==> config.mk <==
export PLATFORM = sky130hd
export DESIGN_NAME = lcd_cmd_queue
export DESIGN_NICKNAME = d
export VERILOG_FILES = /design/src/rtl/lcd_pkg.sv /design/src/rtl/lcd_sync_fifo.sv /design/src/rtl/lcd_cmd_queue.sv
export SDC_FILE = /design/constraint.sdc
export NUM_CORES = 1
export LEC_CHECK = 0
export ABC_AREA = 1
export CAP_MARGIN = 25
export CORE_MARGIN = 5
export CORE_UTILIZATION = 50
export DETAILED_ROUTE_END_ITERATION = 10
export PLACE_DENSITY = 0.68
export RECOVER_POWER = 25
export SETUP_SLACK_MARGIN = 0.3
export SLEW_MARGIN = 0
export SYNTH_ARGS = -nofsm -noshare
export SYNTH_HDL_FRONTEND = slang
export SYNTH_SLANG_ARGS = --single-unit
==> constraint.sdc <==
create_clock -name CLK -period 2.5 [get_ports CLK]
set_input_delay 0.375 -clock CLK [delete_from_list [all_inputs] [get_ports CLK]]
set_output_delay 0.375 -clock CLK [all_outputs]
set_load 0.01 [all_outputs]
==> src/rtl/lcd_pkg.sv <==
// lcd_pkg: shared types and constants for the LCD command queue.
//   lcd_q_state_t   - drain FSM states
//   LCD_INSTR_W     - LiquidCrystal instruction word width
//   LCD_AD          - IOBUS address of the push port
//   LCD_STATUS_AD   - IOBUS address of the status read port
//   lcd_status_word - packs queue status into the IOBUS read word
package lcd_pkg;

    localparam int LCD_INSTR_W = 10;

    localparam logic [31:0] LCD_AD        = 32'h11000160;
    localparam logic [31:0] LCD_STATUS_AD = 32'h11000140;

    // Status read word layout
    localparam int ST_BUSY_BIT  = 0;
    localparam int ST_EMPTY_BIT = 1;
    localparam int ST_FULL_BIT  = 2;
    localparam int ST_OVF_BIT   = 3;
    localparam int ST_COUNT_LSB = 8;
    localparam int ST_COUNT_W   = 8;

    typedef enum logic [1:0] {
        IDLE,
        ISSUE,
        WAIT_BUSY,
        WAIT_DONE
    } lcd_q_state_t;

    function automatic logic [31:0] lcd_status_word(
        input logic       busy,
        input logic       empty,
        input logic       full,
        input logic       ovf,
        input logic [7:0] count
    );
        logic [31:0] w;
        w                                = '0;
        w[ST_BUSY_BIT]                   = busy;
        w[ST_EMPTY_BIT]                  = empty;
        w[ST_FULL_BIT]                   = full;
        w[ST_OVF_BIT]                    = ovf;
        w[ST_COUNT_LSB +: ST_COUNT_W]    = count;
        return w;
    endfunction

endpackage

==> src/rtl/lcd_sync_fifo.sv <==
// lcd_sync_fifo: single-clock FIFO holding LCD instruction words.
//   CLK, RST  - clock, synchronous active-high reset
//   push      - write request; accepted when not full, or when a pop
//               happens in the same cycle
//   pop       - read request; ignored when empty
//   wr_data   - word to store
//   rd_data   - head word (combinational read of the read pointer)
//   count     - occupancy, 0..DEPTH
//   full/empty- derived from count
module lcd_sync_fifo
    import lcd_pkg::*;
#(
    parameter int DEPTH = 16,
    parameter int WIDTH = LCD_INSTR_W
) (
    input  logic                     CLK,
    input  logic                     RST,
    input  logic                     push,
    input  logic                     pop,
    input  logic [WIDTH-1:0]         wr_data,
    output logic [WIDTH-1:0]         rd_data,
    output logic [$clog2(DEPTH):0]   count,
    output logic                     full,
    output logic                     empty
);
    localparam int AW = $clog2(DEPTH);
    localparam logic [AW:0] FULL_CNT = (AW+1)'(DEPTH);

    logic [WIDTH-1:0] mem [DEPTH];
    logic [AW-1:0]    wr_ptr;
    logic [AW-1:0]    rd_ptr;
    logic             do_push;
    logic             do_pop;

    assign do_pop  = pop && !empty;
    // A pop frees the slot this edge, so a push into a full FIFO still fits.
    assign do_push = push && (!full || do_pop);

    assign full    = (count == FULL_CNT);
    assign empty   = (count == '0);
    assign rd_data = mem[rd_ptr];

    // DEPTH is a power of two, so pointer wrap is plain overflow.
    always_ff @(posedge CLK) begin
        if (RST) begin
            wr_ptr <= '0;
            rd_ptr <= '0;
            count  <= '0;
        end else begin
            if (do_push) wr_ptr <= wr_ptr + AW'(1);
            if (do_pop)  rd_ptr <= rd_ptr + AW'(1);
            case ({do_push, do_pop})
                2'b10:   count <= count + (AW+1)'(1);
                2'b01:   count <= count - (AW+1)'(1);
                default: ;
            endcase
        end
    end

    always_ff @(posedge CLK) begin
        if (do_push) mem[wr_ptr] <= wr_data;
    end

endmodule

==> src/rtl/lcd_cmd_queue.sv <==
// lcd_cmd_queue: buffers CPU-written LCD instruction words and hands them
// to the LiquidCrystal driver one at a time, pacing on its ready line.
//   CLK, RST   - clock, synchronous active-high reset
//   WR_EN      - one-cycle push strobe from the IOBUS decode
//   WR_DATA    - instruction word to queue
//   CLR_OVF    - one-cycle clear of the sticky overflow flag
//   LCD_READY  - driver idle/ready
//   LCD_INSTR  - word presented to the driver, held until the next issue
//   LCD_STB    - one-cycle "new word valid" pulse
//   Q_COUNT    - queue occupancy
//   Q_EMPTY    - queue empty
//   Q_FULL     - queue full
//   Q_OVF      - sticky: a push was dropped because the queue was full
//   BUSY       - queue non-empty or a word still in flight
module lcd_cmd_queue
    import lcd_pkg::*;
#(
    parameter int DEPTH       = 16,
    parameter int WIDTH       = LCD_INSTR_W,
    parameter int ACK_TIMEOUT = 8
) (
    input  logic                     CLK,
    input  logic                     RST,
    input  logic                     WR_EN,
    input  logic [WIDTH-1:0]         WR_DATA,
    input  logic                     CLR_OVF,
    input  logic                     LCD_READY,
    output logic [WIDTH-1:0]         LCD_INSTR,
    output logic                     LCD_STB,
    output logic [$clog2(DEPTH):0]   Q_COUNT,
    output logic                     Q_EMPTY,
    output logic                     Q_FULL,
    output logic                     Q_OVF,
    output logic                     BUSY
);
    localparam int TW = $clog2(ACK_TIMEOUT + 1);

    lcd_q_state_t     state;
    lcd_q_state_t     state_nx;
    logic [TW-1:0]    tmo_cnt;
    logic [WIDTH-1:0] head;
    logic             pop;
    logic             drop;
    logic             tmo_hit;

    lcd_sync_fifo #(
        .DEPTH (DEPTH),
        .WIDTH (WIDTH)
    ) u_fifo (
        .CLK     (CLK),
        .RST     (RST),
        .push    (WR_EN),
        .pop     (pop),
        .wr_data (WR_DATA),
        .rd_data (head),
        .count   (Q_COUNT),
        .full    (Q_FULL),
        .empty   (Q_EMPTY)
    );

    // tmo_cnt counts completed WAIT_BUSY cycles; the hit fires on the last one.
    assign tmo_hit = (tmo_cnt == TW'(ACK_TIMEOUT - 1));
    assign drop    = WR_EN && Q_FULL && !pop;

    // State register
    always_ff @(posedge CLK) begin
        if (RST) state <= IDLE;
        else     state <= state_nx;
    end

    // Next state
    always_comb begin
        state_nx = state;
        case (state)
            IDLE:      if (!Q_EMPTY && LCD_READY) state_nx = ISSUE;
            ISSUE:     state_nx = WAIT_BUSY;
            WAIT_BUSY: begin
                if (!LCD_READY)   state_nx = WAIT_DONE;
                else if (tmo_hit) state_nx = IDLE;   // driver never acked; assume taken
            end
            WAIT_DONE: if (LCD_READY) state_nx = IDLE;
            default:   state_nx = IDLE;
        endcase
    end

    // Outputs
    always_comb begin
        LCD_STB = 1'b0;
        pop     = 1'b0;
        if (state == ISSUE) begin
            LCD_STB = 1'b1;
            pop     = 1'b1;
        end
        BUSY = !Q_EMPTY || (state != IDLE);
    end

    // The word is latched on entry to ISSUE so it is already stable on
    // LCD_INSTR for the whole strobe cycle; the pop happens at the end of it.
    always_ff @(posedge CLK) begin
        if (RST) begin
            LCD_INSTR <= '0;
            tmo_cnt   <= '0;
            Q_OVF     <= 1'b0;
        end else begin
            if (state == IDLE && state_nx == ISSUE) LCD_INSTR <= head;

            if (state == ISSUE)          tmo_cnt <= '0;
            else if (state == WAIT_BUSY) tmo_cnt <= tmo_cnt + TW'(1);

            // A drop in the same cycle as a clear must leave the flag set.
            if (drop)         Q_OVF <= 1'b1;
            else if (CLR_OVF) Q_OVF <= 1'b0;
        end
    end

endmodule
# Word-level counts from Yosys, hierarchy flattened
# Memory sizes are Yosys's and may differ from the RTL's. A register that Yosys moved wholly into a read port is not among the register bits.
# Index checks and enable logic that the tools add are counted.
# totals
register_bits	20
mem_bits_rw	160
in_bits	15
out_inout_bits	20
wordCells	48
n_memories	1
# op_classes
n_addsub	5
eq_ne	8
n_mux	11
n_reduce_logical	17
# mem_list
memory	depth	width	read_ports	rd_clocked_by_memory_dff	wr	line	text
u_fifo.mem	16	10	1	1	1	lcd_sync_fifo.sv:29	logic [WIDTH-1:0] mem [DEPTH];
# op_table
operator	count
4-bit by 1-bit adder with 4-bit output, second input constant	3
5-bit one-hot mux with 2 select lines	1
2-bit two-way mux	4
2-bit one-hot mux with 4 select lines	1
2-bit by 1-bit equality test with 1-bit output, second input constant	3
2-bit equality test, second input constant	3
1-bit logical AND	6
2-bit nonzero test	3
5-bit by 1-bit adder with 5-bit output, second input constant	1
5-bit equality test, second input constant	1
5-bit logical NOT	1
1-bit two-way mux	5
5-bit by 1-bit subtractor with 5-bit output, second input constant	1
4-bit by 3-bit equality test with 1-bit output, second input constant	1
1-bit logical NOT	3
2-bit logical NOT	1
1-bit logical OR	2
2-bit OR reduction	1

# Longest topological paths before layout
# depth
word_depth	7
depth_mapped	15
ltp_nobuf	15

# Hierarchy
# A second synthesis with hierarchy kept.
# unflattened
hier_cells	736
hier_area_um2	8189.1
# modules_own_cells
module	n_inst	cells_each	area_each_um2	seq_area_each_um2
lcd_sync_fifo	1	637	7460.9	5144.9
lcd_cmd_queue	1	99	728.2	340.3

# Worst setup path before layout
# OpenSTA, ideal clock, no wires.
# synth_timing
kind	register -> register
startpoint	reg u_fifo.count[0]
endpoint	mem u_fifo.mem[11][0] in the netlist's numbering, enable pin
arrival_ns	1.500
required_time_ns	2.124
path_slack_ns	0.624
stages_incl_launch_ff	7
n_path_buf	0
period_less_slack_ns	1.876
cell_sequence	dfxtp_1 nor2_1 nand2_1 nor2_4 a21oi_4 nand2_1 nor2_1
# synth_between
elab_cells_between_ends	9
cone_classes	1 x eq/ne; 2 x mux; 6 x reduce/logical
# synth_lines
element	line	text
start: declaration	lcd_sync_fifo.sv:22	output logic [$clog2(DEPTH):0] count,
start signal: assignment	lcd_sync_fifo.sv:53	2'b10: count <= count + (AW+1)'(1);
start signal: assignment	lcd_sync_fifo.sv:54	2'b01: count <= count - (AW+1)'(1);
5-bit equality test	lcd_sync_fifo.sv:39	assign full = (count == FULL_CNT);
named net Q_FULL	lcd_cmd_queue.sv:32	output logic Q_FULL,
1-bit logical NOT	lcd_sync_fifo.sv:37	assign do_push = push && (!full || do_pop);
1-bit logical OR	lcd_sync_fifo.sv:37	
1-bit logical AND	lcd_sync_fifo.sv:37	
1-bit two-way mux	lcd_sync_fifo.sv:61	if (do_push) mem[wr_ptr] <= wr_data;
1-bit two-way mux (implied by the code)	lcd_sync_fifo.sv:61	
end: declaration	lcd_sync_fifo.sv:29	
# The timed path passes the listed nets, and every way through them passes these cells.

# Worst setup path after layout
# layout_timing
startpoint	reg u_fifo.count[3]
endpoint	out Q_EMPTY
# layout_between
elab_chain_cells	1
# layout_lines
element	line	text
5-bit logical NOT	lcd_sync_fifo.sv:40	assign empty = (count == '0);
end: declaration	lcd_cmd_queue.sv:31	output logic Q_EMPTY,
# Every way passes these cells.

==> impl_results.md <==
- Combinational family with the most area after synthesis: compound AO/OA/AOI/OAI gates
- TritonCTS buffer count: 17
- Vias in the first global route: 5057
- Critical-path cell list: nor2_1, nand3_4, inv_1, clkdlybuf4s50_1
- Pwr per Cell Area: about 810 nW/um^2
- Type of the tightest min-delay check: flip-flop to flip-flop
- Cell count after placement: 870
- Antenna violations before repair: 0
- Placeable core region: about 15000 sq um
- Kind of end point of the critical path: output pin
- Complex-gate fraction of the synthesized area: 0.1389
- Xor and xnor fraction of the mapped netlist area: 0.001130
- Data arrival time of the critical path: around 1800 ps
- Horizontal extent of the die: approximately 130 um
- Remaining routing DRC violations: 0
- DRT antenna net count: 0
- Total detailed-routing wirelength: 17.71 mm
- Buffer depth of the longest clock path: 2
- Max_cap viols: 0
- Clock-pin slew reported for the worst setup and hold paths after clock tree synthesis: approximately 70 ps
- Required time at the endpoint of the critical path: 2120 ps
- Cell at the root of the clock tree: sky130_fd_sc_hd__clkbuf_16
- Relative slew margins: 0.4926
- Number of levels in the clock H-tree: 4
- Period Utilization, post-route: 0.8615
- Pin count of the biggest net entering global routing: 83
- Result of the run: complete, no violations
- Final-report setup violation count: 0
- Total of flip-flops plus latches after synthesis: 190
- Top_reg_cell synth: sky130_fd_sc_hd__edfxtp_1
- Post-synth design cell area: 7747 sq um
- I/O pin count: 35
- Max Clk Rate: about 460 MHz
- Clock Sink Count: 190
- PortBufs: 34
- Fraction of final layout cells with drive strength greater than 1: 0.1008
- TritonCTS clock tree: built
- Setup TNS Final: 0 ps
- Critical path start-end classification: flip-flop to output pin
- ANT cells: 0
- 1st-pass router iterations: 5
- Layout net count: between 700 and 800
- Worst IR drop on VDD: between 0.6 and 0.7 mV
- Wire length of the first global-routing pass: around 28 mm
- Per-instance average area after synthesis: 11.76 sq um
- Number of synthesized flops with an enable pin: 160
- Number of different library cells in the post-synthesis netlist: 34
- Worst setup skew after layout: 6.500 ps
- FP Rows: 45
- Routed via count: roughly 5300
- Average wire length per cell after detail routing: between 15 and 20 um
- Multiplexer area fraction after synthesis: 0
- Yosys warning total: 0
- Total track usage: 0.2062
- Async set or reset register ratio after synthesis: 0
- Fin Hold WS: between 400 and 500 ps
- Final Wtd Congestion: about 0.87
- Unrepaired setup endpoints after global routing: no
- Post-Syn Nets: slightly below 700
- Growth of design area from synthesis to finish: 15.97%
- CP max FO: 6
- Simple-gate area share of the yosys netlist: 0.1045
- Insertion delay of the later-clocked pin in the worst-skew pair: roughly 430 ps
- Die footprint: around 18000 sq um
- Final hold violation count: 0
- Max-slew violation count: 0
- Initial Utilization: 0.5096
- Sum of overflow across all layers after global routing: 0
- Post-Synth Adder-Cell Area: 0.01292
- Cell at the slowest stage of the critical path: sky130_fd_sc_hd__clkdlybuf4s50_1
- Fin cells: roughly 900
- Mapped Cells: 659
- Total Power: ~7.3 mW
- Leakage power: 3.190 nW
- Initial DRC count: slightly below 900
- Min Tclk post-route: approximately 2200 ps
- Delay of the slowest cell on the worst path: about 530 ps
- Least-Margin Pin Slew: between 700 and 800 ps
- Vert. Die Dim: approximately 130 um
- Detailed-placement wirelength estimate: roughly 12 mm
- Critical Path Source Type: flip-flop
- Share of synthesized area occupied by flip-flops and latches: 0.6977
- Ratio of routed vias to standard cells: 5.839
cell type report:
cell class              instances  area (sq um)
clock buffers                  22         454.2
clock inverters                10         141.4
fillers                      1245          6217
inverters                      53         201.4
multi-input cells             380          2002
flip-flops and latches        190          5408
well taps                     188         235.2
repair buffers                 59         543.0
registers in the layout, summed over array words and instances, names as in the netlist:
name	flops
u_fifo.mem	160
LCD_INSTR	10
u_fifo.wr_ptr	4
u_fifo.count	5
u_fifo.rd_ptr	4
tmo_cnt	4
state	2
Q_OVF	1
layer usage:
metal / global-route usage / up-vias / share of wire
met3: 0.03428 / 40 / 0.063
met2: 0.3053 / 222 / 0.45
met4: 0.1075 / 0 / 0.039
met1: 0.2954 / 2551 / 0.45
li1: - / 2454 / -
met5: 0 / - / 0
repair_timing:
| action | in CTS | in global routing |
|---|---|---|
| pin swaps | 0 | 3 |
| resized for setup | 1 | 4 |
| setup endpoints to repair | 2 | 3 |
| buffers inserted | 0 | 0 |
| endpoints found under the hold margin | 0 | 0 |
| hold buffers | 0 | 0 |
power by group:
| part | leakage [nW] | internal (mW) | switching, mW |
|---|---|---|---|
| Clock | 0.284 | 1.60 | 1.11 |
| Combinational | 1.21 | 0.352 | 0.643 |
| Sequential | 1.69 | 3.53 | 0.0577 |
path summary, 6_finish.rpt:
check | from | endpoint | slack (ps) | cells past startpoint
max reg2reg | u_fifo.rd_ptr[2] | LCD_INSTR[6] | 420 | 5
min reg2reg | Q_OVF | Q_OVF | 470 | 2
min | Q_OVF | Q_OVF | 470 | 2
max | u_fifo.count[3] | Q_EMPTY | 350 | 4
Yosys cell counts, drive strengths merged, types with 4 or more instances:
cell type	instances	share of area
buf	8	0.0053
ha	8	0.013
inv	53	0.026
dfxtp	30	0.078
edfxtp	160	0.62
o221ai	27	0.031
nand2	46	0.023
o211ai	14	0.014
o21ai	100	0.065
clkbuf	28	0.014
nand3	18	0.013
a21oi	25	0.018
nand4	4	0.0032
nor2	116	0.060
o22ai	13	0.010
stage by stage:
| step | cell area (sq um) | utilization | worst slack (ps) |
|---|---|---|---|
| floorplan | 7747 | - | 624.1 |
| global placement | 8378 | 0.5511 | 359.3 |
| detailed placement | 8378 | 0.5511 | 321.6 |
| CTS | 8976 | 0.5905 | 321.7 |
| global route | 8985 | 0.5910 | 244.6 |
| finish | 8985 | 0.5910 | 346.2 |
cells in the final DEF (no fill, tap or decap), types with 4 or more instances in the layout:
cell type / instances
sky130_fd_sc_hd__o21ai_1: 9
sky130_fd_sc_hd__clkdlybuf4s50_1: 26
sky130_fd_sc_hd__nor2_1: 112
sky130_fd_sc_hd__nand3_1: 16
sky130_fd_sc_hd__o211ai_1: 14
sky130_fd_sc_hd__o221ai_1: 27
sky130_fd_sc_hd__nand2_1: 44
sky130_fd_sc_hd__buf_4: 24
sky130_fd_sc_hd__a21oi_1: 24
sky130_fd_sc_hd__clkbuf_1: 4
sky130_fd_sc_hd__clkbuf_16: 17
sky130_fd_sc_hd__o21ai_0: 91
sky130_fd_sc_hd__o22ai_1: 13
sky130_fd_sc_hd__nand4_1: 4
sky130_fd_sc_hd__edfxtp_1: 160
sky130_fd_sc_hd__inv_1: 48
sky130_fd_sc_hd__dlygate4sd3_1: 7
sky130_fd_sc_hd__dfxtp_1: 28
sky130_fd_sc_hd__ha_1: 8
sky130_fd_sc_hd__inv_2: 4
logic make-up after synthesis:
kind of cell | count (synthesis)
xor gates and xnor gates | 1
buffers and inverters | 89
and+or+nand+nor | 190
adders and majority gates | 8
DFF | 190
AOI/OAI and AO/OA | 181
critical path: cells and delay by family (launching register included):
kind,cells,cell delay (ps)
buffers and inverters,2,630
and+or+nand+nor,2,370
DFF,1,340
Power figures use the tool's default switching activity.
==> edit 1: new RTL, config.mk and constraints unchanged <==
Change the parameter `ACK_TIMEOUT` from 8 to 4.
--- a/src/rtl/lcd_cmd_queue.sv
+++ b/src/rtl/lcd_cmd_queue.sv
@@ -17,7 +17,7 @@
 #(
     parameter int DEPTH       = 16,
     parameter int WIDTH       = LCD_INSTR_W,
-    parameter int ACK_TIMEOUT = 8
+    parameter int ACK_TIMEOUT = 4
 ) (
     input  logic                     CLK,
     input  logic                     RST,
Formal check against the unedited RTL: not equivalent (a bounded check fails within 10 cycles, from zero or initial values and one cycle with RST high).
==> edit 1 against the unedited design <==
- maximum frequency increased by 2.6%
- worst setup slack improved by 0.054 ns
- sequential cell count shrank 1
- global-route usage is 0.94 points lower
- critical path depth unchanged
- clock skew about the same
- via count shrank 3.7%
- area after synthesis is 0.66% lower
- cell area shrank 0.31%
- die area fell by 0.62%
- power is essentially flat
- wire length decreased by 3.8%
- critical endpoint is now Q_FULL
- largest cell class unchanged
==> edit 1: results (changes against the unedited design) <==
* Status: finished, final reports clean
* Routability cong. at 0.892 (+2.7%)
* HPWL Detailed at 10600 um (-9.5%)
* Yosys cell types at 30 (-12%)
* Worst hold margin at 0.472 ns (+0.00464 ns)
* Seq pwr at 3.58 mW (about the same)
* Share of cells above drive strength 1 at 0.105 (+0.00383)
* M2 GR Usage at 0.329 (+0.0234)
* LEAKAGE at 3.16 nW (-0.83%)
* Vias at 5071 (-3.7%)
* DR WL met2 at 8290 um (+4.9%)
* Nets at 718 (-0.83%)
* Worst path max stage delay at 0.55 ns (+0.02 ns)
* Met3 wire len at 912 um (-19%)
* WP data arrival at 1.72 ns (-0.06 ns)
* Largest vdd supply drop at 0.516 mV (-15%)
* Net Count, Synth at 676 (-0.88%)
* Worst reg2reg setup slack at 0.54 ns (+0.12 ns)
* Compound-gate portion of the synthesized area at 0.138 (-0.000537)
* Adder-cell share of the synthesized area at 0.0146 (+0.00171)
* First-pass GRT wire length at 27200 um (-3.4%)
* Net Switching at 1.85 mW (+2.0%)
* Max-slew headroom at 0.535 (+0.0428)
* Wire per inst at 19.0 um (-3.1%)
* Crit path to: Q_FULL
* FF-to-FF End: u_fifo.count[4]
* Crit share post-route at 0.840 (-0.0218)
* Post-Synth XOR/XNOR Area at 0.00114 (+0.00000754)
* Vias in the first global route at 5014 (-0.85%)
* M1 WL at 7690 um (-3.8%)
* Avg Vias per Cell at 5.67 (-3.0%)
* Pre-CTS setup slack at 0.228 ns (-0.0941 ns)
* Mapped Cells at 652 (-1.1%)
* Synth area leaders: edfxtp_1 (62%), dfxtp_1 (7.5%), o21ai_0 (5.9%)
* Total track usage at 0.197 (-0.00940)
* Post_cts resized at 0 (-1)
* Met1 GRT Util at 0.269 (-0.0260)
* R2r worst-path depth at 10 (+5)
-- edit 1: cell type report --
type / instances / area, um2
inverter: 54 / 203
clock buffer: 18 / 429
sequential: 189 / 5390
multi-input combinational: 374 / 1990
timing repair buffer: 58 / 546
tap: 188 / 235
clock inverter: 14 / 169
fill: 1207 / 6190
-- edit 1: how the worst min path moves through the flow --
stage	cells after the start	start	end
floorplan	2	tmo_cnt[0]	tmo_cnt[0]
global placement	2	tmo_cnt[0]	tmo_cnt[0]
detailed placement	2	Q_OVF	Q_OVF
CTS	2	Q_OVF	Q_OVF
global route	2	tmo_cnt[0]	tmo_cnt[0]
finish	2	Q_OVF	Q_OVF
-- edit 1: cells by family (layout without fill, tap and decap cells) --
| family | count (synthesis) | in the layout |
|---|---|---|
| buf+inv | 89 | 144 |
| xor+xnor | 1 | 1 |
| simple gates | 185 | 185 |
| compound gates | 179 | 179 |
| fa+ha+maj | 9 | 9 |
| flops | 189 | 189 |
==> edit 2: new RTL, same flow settings <==
Made on the original files. The 4 states of `lcd_q_state_t` get a Gray code encoding in 2 bits.
--- a/src/rtl/lcd_pkg.sv
+++ b/src/rtl/lcd_pkg.sv
@@ -20,10 +20,10 @@
     localparam int ST_COUNT_W   = 8;
 
     typedef enum logic [1:0] {
-        IDLE,
-        ISSUE,
-        WAIT_BUSY,
-        WAIT_DONE
+        IDLE      = 2'b00,
+        ISSUE     = 2'b01,
+        WAIT_BUSY = 2'b11,
+        WAIT_DONE = 2'b10
     } lcd_q_state_t;
 
     function automatic logic [31:0] lcd_status_word(
Formal check against the unedited RTL: same outputs for any inputs over 10 cycles, from zero or initial values and one cycle with RST high; not proved beyond that.
==> edit 2 against the unedited design <==
- wire length down 3.5%
- sequential power up 2%
- area after synthesis about the same
- cell area up 0.68%
- power up 7.8%
- via count down 2.4%
- worst setup slack better by 0.041 ns
- die area about the same
- largest power group unchanged
- combinational power up 62%
- register-to-register slack better by 0.10 ns
- largest cell class unchanged
- sequential cell count unchanged
==> edit 2: results (changes against the unedited design) <==
* Clk_skew at 0.0123 ns (+0.00582 ns)
* Post-Syn Area per Cell at 11.8 um2 (+0.25%)
* Adder-cell share of the synthesized area at 0.0129 (about the same)
* Avg Vias per Cell at 5.64 (-3.4%)
* Synth area leaders: edfxtp_1 (62%), dfxtp_1 (7.7%), o21ai_0 (5.9%)
* WP data arrival at 1.74 ns (-0.04 ns)
* Nonclk buf count at 70 (+19%)
* Post_cts resized at 2 (+1)
* LEAKAGE at 3.22 nW (+1.0%)
* Net Count, Synth at 681 (-0.15%)
* Met1 GRT Util at 0.258 (-0.0370)
* Vias in the first global route at 4933 (-2.5%)
* M2 GR Usage at 0.322 (+0.0168)
* Post-Synth XOR/XNOR Area at 0.00339 (+0.00226)
* Area of the multi-input gates at 0.00201 mm2 (+0.25%)
* First-pass GRT wire length at 26600 um (-5.5%)
* Logic inverters at 51 (-3.8%)
* Placed insts at 878 (+0.92%)
* Largest vdd supply drop at 0.526 mV (-13%)
* Status: finished, final reports clean
* Seq/Total Area, Yosys at 0.697 (about the same)
* Fillers at 1182 (-5.1%)
* HPWL Detailed at 10700 um (-8.6%)
* Met3 wire len at 827 um (-26%)
* Cell Area, Placed at 0.00846 mm2 (+0.99%)
* DR iter-0 viols at 572 (-35%)
* Pre-CTS setup slack at 0.306 ns (-0.0156 ns)
* Share of cells above drive strength 1 at 0.113 (+0.0126)
* Max-slew headroom at 0.587 (+0.0948)
* Routing usage on met3 at 0.0365 (+0.00224)
* Die ar. at 0.0181 mm2 (about the same)
* CP Max Fanout at 5 (-1)
* Nets at 733 (+1.2%)
* Compound-gate portion of the synthesized area at 0.137 (-0.00159)
* Worst path max stage delay at 0.48 ns (-0.05 ns)
* NonClk Buf Share at 0.0705 (+0.0101)
* DR WL met2 at 8570 um (+8.5%)
## edit 2: worst paths after layout
| check | startpoint | end | slack, ns | cells after the start |
|---|---|---|---|---|
| max | u_fifo.count[1] | BUSY | 0.39 | 5 |
| max reg2reg | state[0] | u_fifo.mem[15][1] | 0.52 | 7 |
| min | Q_OVF | Q_OVF | 0.47 | 2 |
| min reg2reg | Q_OVF | Q_OVF | 0.47 | 2 |
## edit 2: cell families after synthesis
group / count (synthesis)
fa+ha+maj: 8
xor+xnor: 3
compound gates: 179
buf+inv: 88
flops: 190
simple gates: 190
## edit 2: where the power goes
group / internal [mW] / leakage [nW] / total (mW) / switching (mW)
Sequential: 3.57 / 1.69 / 3.67 / 0.101
Clock: 1.48 / 0.269 / 2.59 / 1.11
Combinational: 0.602 / 1.26 / 1.61 / 1.01
Total: 5.65 / 3.22 / 7.86 / 2.21
